$ cat config.mk
export PLATFORM = sky130hd
export DESIGN_NAME = countdown_timer_flat
export DESIGN_NICKNAME = d
export VERILOG_FILES = /design/src/rtl/countdown_timer_if.sv /design/src/rtl/countdown_timer.sv /design/src/flat_wrapper.sv
export SDC_FILE = /design/constraint.sdc
export NUM_CORES = 1
export LEC_CHECK = 0
export ABC_AREA = 1
export CORE_MARGIN = 5
export CORE_UTILIZATION = 47
export CTS_BUF_LIST = sky130_fd_sc_hd__clkbuf_4 sky130_fd_sc_hd__clkbuf_8 sky130_fd_sc_hd__clkbuf_16
export CTS_CLUSTER_DIAMETER = 80
export DETAILED_ROUTE_END_ITERATION = 7
export PLACE_DENSITY_LB_ADDON = 0.05
export SYNTH_ARGS = -nofsm -noshare
export SYNTH_HDL_FRONTEND = slang
export SYNTH_SLANG_ARGS = --single-unit
$ cat constraint.sdc
create_clock -name clk -period 1.6 [get_ports clk]
set_input_delay 0.32 -clock clk [delete_from_list [all_inputs] [get_ports clk]]
set_output_delay 0.32 -clock clk [all_outputs]
set_load 0.02 [all_outputs]
$ cat src/rtl/countdown_timer_if.sv
// Control/status bundle for countdown_timer: the master drives the control
// inputs, the slave (the timer) returns its registered count and status.
interface countdown_timer_if #(parameter int WIDTH = 4);
  logic             start;
  logic [WIDTH-1:0] load_val;
  logic             enable;
  logic             reload_en;
  logic             abort;
  logic [WIDTH-1:0] count;
  logic             busy;
  logic             done;

  modport master (
    output start, load_val, enable, reload_en, abort,
    input  count, busy, done
  );

  modport slave (
    input  start, load_val, enable, reload_en, abort,
    output count, busy, done
  );
endinterface

$ cat src/rtl/countdown_timer.sv
// Loadable down-counter with terminal-count pulse and optional auto-reload.
// Owns its count register; three-state control FSM (IDLE, RUN, DONE).
module countdown_timer #(
  parameter int WIDTH = 4
) (
  input  logic                clk,
  input  logic                reset,
  countdown_timer_if.slave    bus,
  output logic [1:0]          state_dbg
);

  typedef enum logic [1:0] {
    IDLE = 2'd0,
    RUN  = 2'd1,
    DONE = 2'd2
  } state_t;

  state_t           state;
  logic [WIDTH-1:0] count_r;
  logic [WIDTH-1:0] cap_r;
  logic             busy_r;
  logic             done_r;

  assign bus.count = count_r;
  assign bus.busy  = busy_r;
  assign bus.done  = done_r;
  assign state_dbg = state;

  // Handshake: start is a request taken only in IDLE; busy high means the
  // request is not ready and start is dropped without any effect.
  always_ff @(posedge clk or posedge reset) begin
    if (reset) begin
      state   <= IDLE;
      count_r <= '0;
      cap_r   <= '0;
      busy_r  <= 1'b0;
      done_r  <= 1'b0;
    end else if (bus.abort && (state != IDLE)) begin
      state   <= IDLE;
      count_r <= '0;
      busy_r  <= 1'b0;
      done_r  <= 1'b0;
    end else begin
      case (state)
        IDLE: begin
          if (bus.start) begin
            cap_r  <= bus.load_val;
            busy_r <= 1'b1;
            if (bus.load_val != '0) begin
              count_r <= bus.load_val;
              state   <= RUN;
              done_r  <= 1'b0;
            end else begin
              // Zero-length interval: straight to the terminal-count cycle.
              state  <= DONE;
              done_r <= 1'b1;
            end
          end
        end
        RUN: begin
          if (bus.enable && (count_r != '0)) begin
            count_r <= count_r - WIDTH'(1);
            if (count_r == WIDTH'(1)) begin
              state  <= DONE;
              done_r <= 1'b1;
            end
          end
        end
        DONE: begin
          done_r <= 1'b0;
          if (bus.reload_en && (cap_r != '0)) begin
            count_r <= cap_r;
            state   <= RUN;
            busy_r  <= 1'b1;
          end else begin
            count_r <= '0;
            state   <= IDLE;
            busy_r  <= 1'b0;
          end
        end
        default: begin
          state   <= IDLE;
          count_r <= '0;
          busy_r  <= 1'b0;
          done_r  <= 1'b0;
        end
      endcase
    end
  end

endmodule

$ cat src/flat_wrapper.sv
// flat-port wrapper written by rule: the top's interface ports become plain ports
module countdown_timer_flat 
#(
  parameter int WIDTH = 4
)
  (clk, reset, state_dbg, bus_start, bus_load_val, bus_enable, bus_reload_en, bus_abort, bus_count, bus_busy, bus_done);
  countdown_timer_if #(.WIDTH(WIDTH)) bus_i ();
  input  logic clk;
  input  logic reset;
  output logic [1:0] state_dbg;
  input wire logic [$bits(bus_i.start)-1:0] bus_start;
  input wire logic [$bits(bus_i.load_val)-1:0] bus_load_val;
  input wire logic [$bits(bus_i.enable)-1:0] bus_enable;
  input wire logic [$bits(bus_i.reload_en)-1:0] bus_reload_en;
  input wire logic [$bits(bus_i.abort)-1:0] bus_abort;
  output wire logic [$bits(bus_i.count)-1:0] bus_count;
  output wire logic [$bits(bus_i.busy)-1:0] bus_busy;
  output wire logic [$bits(bus_i.done)-1:0] bus_done;
  assign bus_i.start = bus_start;
  assign bus_i.load_val = bus_load_val;
  assign bus_i.enable = bus_enable;
  assign bus_i.reload_en = bus_reload_en;
  assign bus_i.abort = bus_abort;
  assign bus_count = bus_i.count;
  assign bus_busy = bus_i.busy;
  assign bus_done = bus_i.done;
  countdown_timer #(.WIDTH(WIDTH)) u_core (.clk(clk), .reset(reset), .bus(bus_i), .state_dbg(state_dbg));
endmodule
==> results.rst, run 1 <==
.. list-table::
   :header-rows: 1

   * - Metric
     - Value
   * - 1st-pass router iterations
     - 4
   * - Slowest stage cell, crit path
     - clkdlybuf4s50_1
   * - Average wire per standard cell
     - 12.1 um
   * - DRT met1 WL
     - 734 um
   * - Starting density of the core
     - 0.500
   * - Mapped Cells
     - 98
   * - TritonCTS clock tree
     - done
   * - Number of library cell types mapped by synthesis
     - 20
   * - Simple-gate share of the synthesized area
     - 0.390
   * - # setup viols final
     - 0
   * - Switching power
     - 857 uW
   * - Most frequent standard cell in the layout excluding fill and tap cells
     - nand2_1
   * - Path type of the worst min-delay path
     - primary input to asynchronous set/reset pin
   * - Detailed router's first-iteration violation count
     - 13
   * - Part of the total power dissipated in combinational logic
     - 0.572
   * - Cell accounting for the most synthesized area
     - dfrtp_1
   * - Number of clock sinks
     - 12
   * - Sum of negative setup slack
     - 0 ns
   * - Worst flop-to-flop path endpoint
     - u_core.bus.count[2]
   * - Synthesized flop and latch total
     - 12
   * - Die extent in x
     - 50.0 um
   * - Aggregate global routing overflow
     - 0
   * - Post-route DRC violation count
     - 0
   * - Pin count of the biggest net entering global routing
     - 13
   * - Overall routed net length
     - 1650 um
   * - Post-route fraction of the period consumed by the critical path
     - 0.975
   * - Number of slew-limit violations in the final report
     - 0
   * - RSZ-0062 raised after global routing
     - no
   * - Reg2reg setup slack
     - 0.20 ns
   * - Synthesis-to-layout area growth
     - 30.6%
   * - Fraction of layout cells with a size suffix above 1
     - 0.175
   * - Total GRT Usage
     - 0.148
   * - First-pass GRT wire length
     - 2890 um
   * - Count of port buffers added during placement
     - 17
   * - Final worst path period need
     - 1.56 ns
   * - Multi-input gate area
     - 415 sq um
   * - Critical Path, Cell by Cell
     - clkdlybuf4s50_1
   * - Adder-cell share of the synthesized area
     - 0.0332
   * - Clock tree root driver cell
     - clkbuf_4
   * - Maximum vdd drop
     - 0.000945 V
   * - H-tree Lvls
     - 1
   * - Area taken by flip-flops and latches
     - 300 sq um
   * - Number of nets in the final layout
     - 133
   * - Part of the power in registers
     - 0.296
   * - Vias post-DR
     - 697
   * - Diode count
     - 0
   * - Static leakage
     - 0.000516 uW
   * - Clock power frac
     - 0.132
   * - Clock insertion delay at the later pin of the skew report
     - 0.28 ns
   * - Fraction of the yosys area taken by sequential cells
     - 0.399
   * - Core region area
     - 1510 sq um
   * - Post-route worst hold slack
     - 0.341 ns
   * - Largest stage delay, worst path
     - 0.61 ns
   * - Worst Max-Slew Pin Slew
     - 0.460 ns
   * - Number of clock buffers inserted by TritonCTS
     - 3
   * - Highest metal layer used by the detailed router
     - met4
   * - Total of max-cap violations
     - 0
   * - Launch point of the worst reg-to-reg path
     - u_core.bus.count[0]
   * - Worst R2R Path Depth
     - 9
   * - Clk pin slew, worst setup/hold paths
     - 0.08 ns
   * - Crit Path Max Fanout
     - 2
   * - Achievable clock frequency
     - 641 MHz
   * - Floorplan row count
     - 14
   * - Final count of hold timing violations
     - 0
   * - HPWL reported at the end of detailed placement
     - 1350 um
   * - Via-to-Cell Ratio
     - 5.13
   * - Worst-case headroom to the max-slew limit
     - 0.693
   * - Bufs and invs on worst path
     - 1
   * - YS warnings
     - 0
   * - Top-area cell type share of the netlist area
     - 0.399
   * - Synthesized area per cell
     - 7.69 sq um
   * - Xor/xnor cell area share of the yosys netlist
     - 0.0116
   * - GP Congestion
     - 0.841
   * - Internal power contribution
     - 1030 uW
   * - Mux share of post-synthesis cell area
     - 0.0598
   * - Die Outline Area
     - 2500 sq um
   * - Cell Area, Synth
     - 753 sq um
   * - Maximum root-to-sink buffer count
     - 2
   * - Clock skew after layout
     - 0.00176 ns
   * - Post CTS Setup Buffer Count
     - 0
   * - Detail Route met2 WL
     - 785 um
   * - Critical path's top delay family
     - buffers and inverters
   * - Main combinational cell family by area after synthesis
     - simple AND/OR/NAND/NOR gates
   * - Met3 wirelength from detailed routing
     - 88 um
   * - Leading post-synthesis cells by cell area
     - dfrtp_1 40%, nand2_1 19%, mux2_2 6.0%
   * - Capturing element type of the critical path
     - primary output
   * - Most frequent cells in the layout
     - 38 x nand2_1, 12 x dfrtp_1, 11 x clkdlybuf4s50_1, 8 x nor2_1, 8 x inv_1
   * - Count of nets left with antenna violations after detail routing
     - 0
   * - Vias in the first global route
     - 688
   * - I/O pins
     - 18
   * - Filler Cell Count
     - 148
   * - Antenna violations before repair
     - 0
   * - Y dimension of the die
     - 50.0 um
   * - Syn Nets
     - 110
   * - Critical Path RT
     - 1.28 ns
   * - Power density over cell area
     - 1920 nW/um^2
   * - Crit Path Category
     - flip-flop to primary output
   * - Compound-cell area share of the yosys netlist
     - 0.0565
   * - Arrival @ worst endpoint
     - 1.24 ns
   * - Run status
     - completed
   * - Fraction of power spent switching nets
     - 0.455
   * - Kind of launch point of the worst setup path
     - flip-flop
[final cells by class]
type,instances,area share
Timing Repair Buffer,18,0.177
Clock buffer,4,0.0369
Inverter,10,0.0382
Tap cell,16,0.0204
Sequential cell,12,0.305
Multi-Input combinational cell,76,0.422
[logic make-up after synthesis]
kind of cell / count (synthesis)
xor+xnor: 1
buf+inv: 10
flops: 12
mux: 4
fa+ha+maj: 2
simple gates: 62
compound gates: 7
[power groups by stage]
stage / Combinational, uW / Clock [uW] / Sequential, uW
final: 1080 / 249 / 559
after global routing: 1210 / 270 / 579
after CTS: 1090 / 251 / 558
after detailed placement: 1120 / 0 / 566
after global placement: 1100 / 0 / 559
after floorplan: 653 / 0 / 660
[routing by layer]
metal,track usage,vias up
met2,0.238,18
met5,0,-
met4,0.0786,0
li1,-,355
met3,0.0211,5
met1,0.187,319
[per-stage QoR]
step	area, sq um	power, uW	utilization	setup slack, ns	instances
6_report	983	1890	0.653	0.0400	136
4_1_cts	981	1900	0.651	0.0403	136
3_5_place_dp	951	1680	0.631	0.0690	132
2_1_floorplan	753	1310	-	0.251	98
5_1_grt	983	2060	0.653	0.00680	136
3_3_place_gp	951	1660	0.631	0.107	132
[worst max-delay path by stage]
| stage | from | endpoint | slack (ns) | depth (start not counted) |
|---|---|---|---|---|
| final | u_core.bus.busy | bus_busy | 0.04 | 1 |
| after CTS | u_core.bus.busy | bus_busy | 0.04 | 1 |
| after floorplan | u_core.bus.count[0] | u_core.state_dbg[0] | 0.25 | 7 |
| after global placement | bus_load_val[0] | u_core.bus.count[0] | 0.11 | 9 |
| after detailed placement | bus_load_val[0] | u_core.bus.count[2] | 0.07 | 9 |
| after global routing | u_core.state_dbg[0] | state_dbg[0] | 0.007 | 1 |
[flip-flops by register name, indices dropped and copies added (netlist names)]
| signal | cells |
|---|---|
| u_core.bus.count | 4 |
| u_core.cap_r | 4 |
| u_core.state_dbg | 2 |
| u_core.bus.busy | 1 |
| u_core.bus.done | 1 |
[Yosys cell counts]
| library cell | instances |
|---|---|
| dfrtp_1 | 12 |
| o21ai_0 | 1 |
| o211ai_1 | 2 |
| a21oi_1 | 2 |
| inv_2 | 2 |
| inv_1 | 8 |
| o21ai_1 | 1 |
| xor2_1 | 1 |
| nor2_1 | 8 |
| nand2_1 | 38 |
| nand3_1 | 6 |
| ha_1 | 2 |
| nor2_4 | 3 |
| or2_2 | 1 |
| nand3_2 | 1 |
| nand2_2 | 2 |
| mux2_2 | 4 |
| nand2_4 | 2 |
| nor2_2 | 1 |
| o21a_1 | 1 |
[what timing repair did]
item / in CTS / in global routing
endpoints found under the setup margin: 5 / 1
hold buffers: 0 / 0
gates resized for setup: 5 / 1
Note: power is estimated with default switching activity, not from simulation.
==> run 2: changes to the inputs <==
--- a/config.mk
+++ b/config.mk
@@ -10,6 +10,7 @@
 export CORE_UTILIZATION = 47
 export CTS_BUF_LIST = sky130_fd_sc_hd__clkbuf_4 sky130_fd_sc_hd__clkbuf_8 sky130_fd_sc_hd__clkbuf_16
 export CTS_CLUSTER_DIAMETER = 80
+export CTS_CLUSTER_SIZE = 25
 export DETAILED_ROUTE_END_ITERATION = 7
 export PLACE_DENSITY_LB_ADDON = 0.05
 export SYNTH_ARGS = -nofsm -noshare
==> results of run 2 <==
Final layout, timing and power as in run 1 (identical DEF).
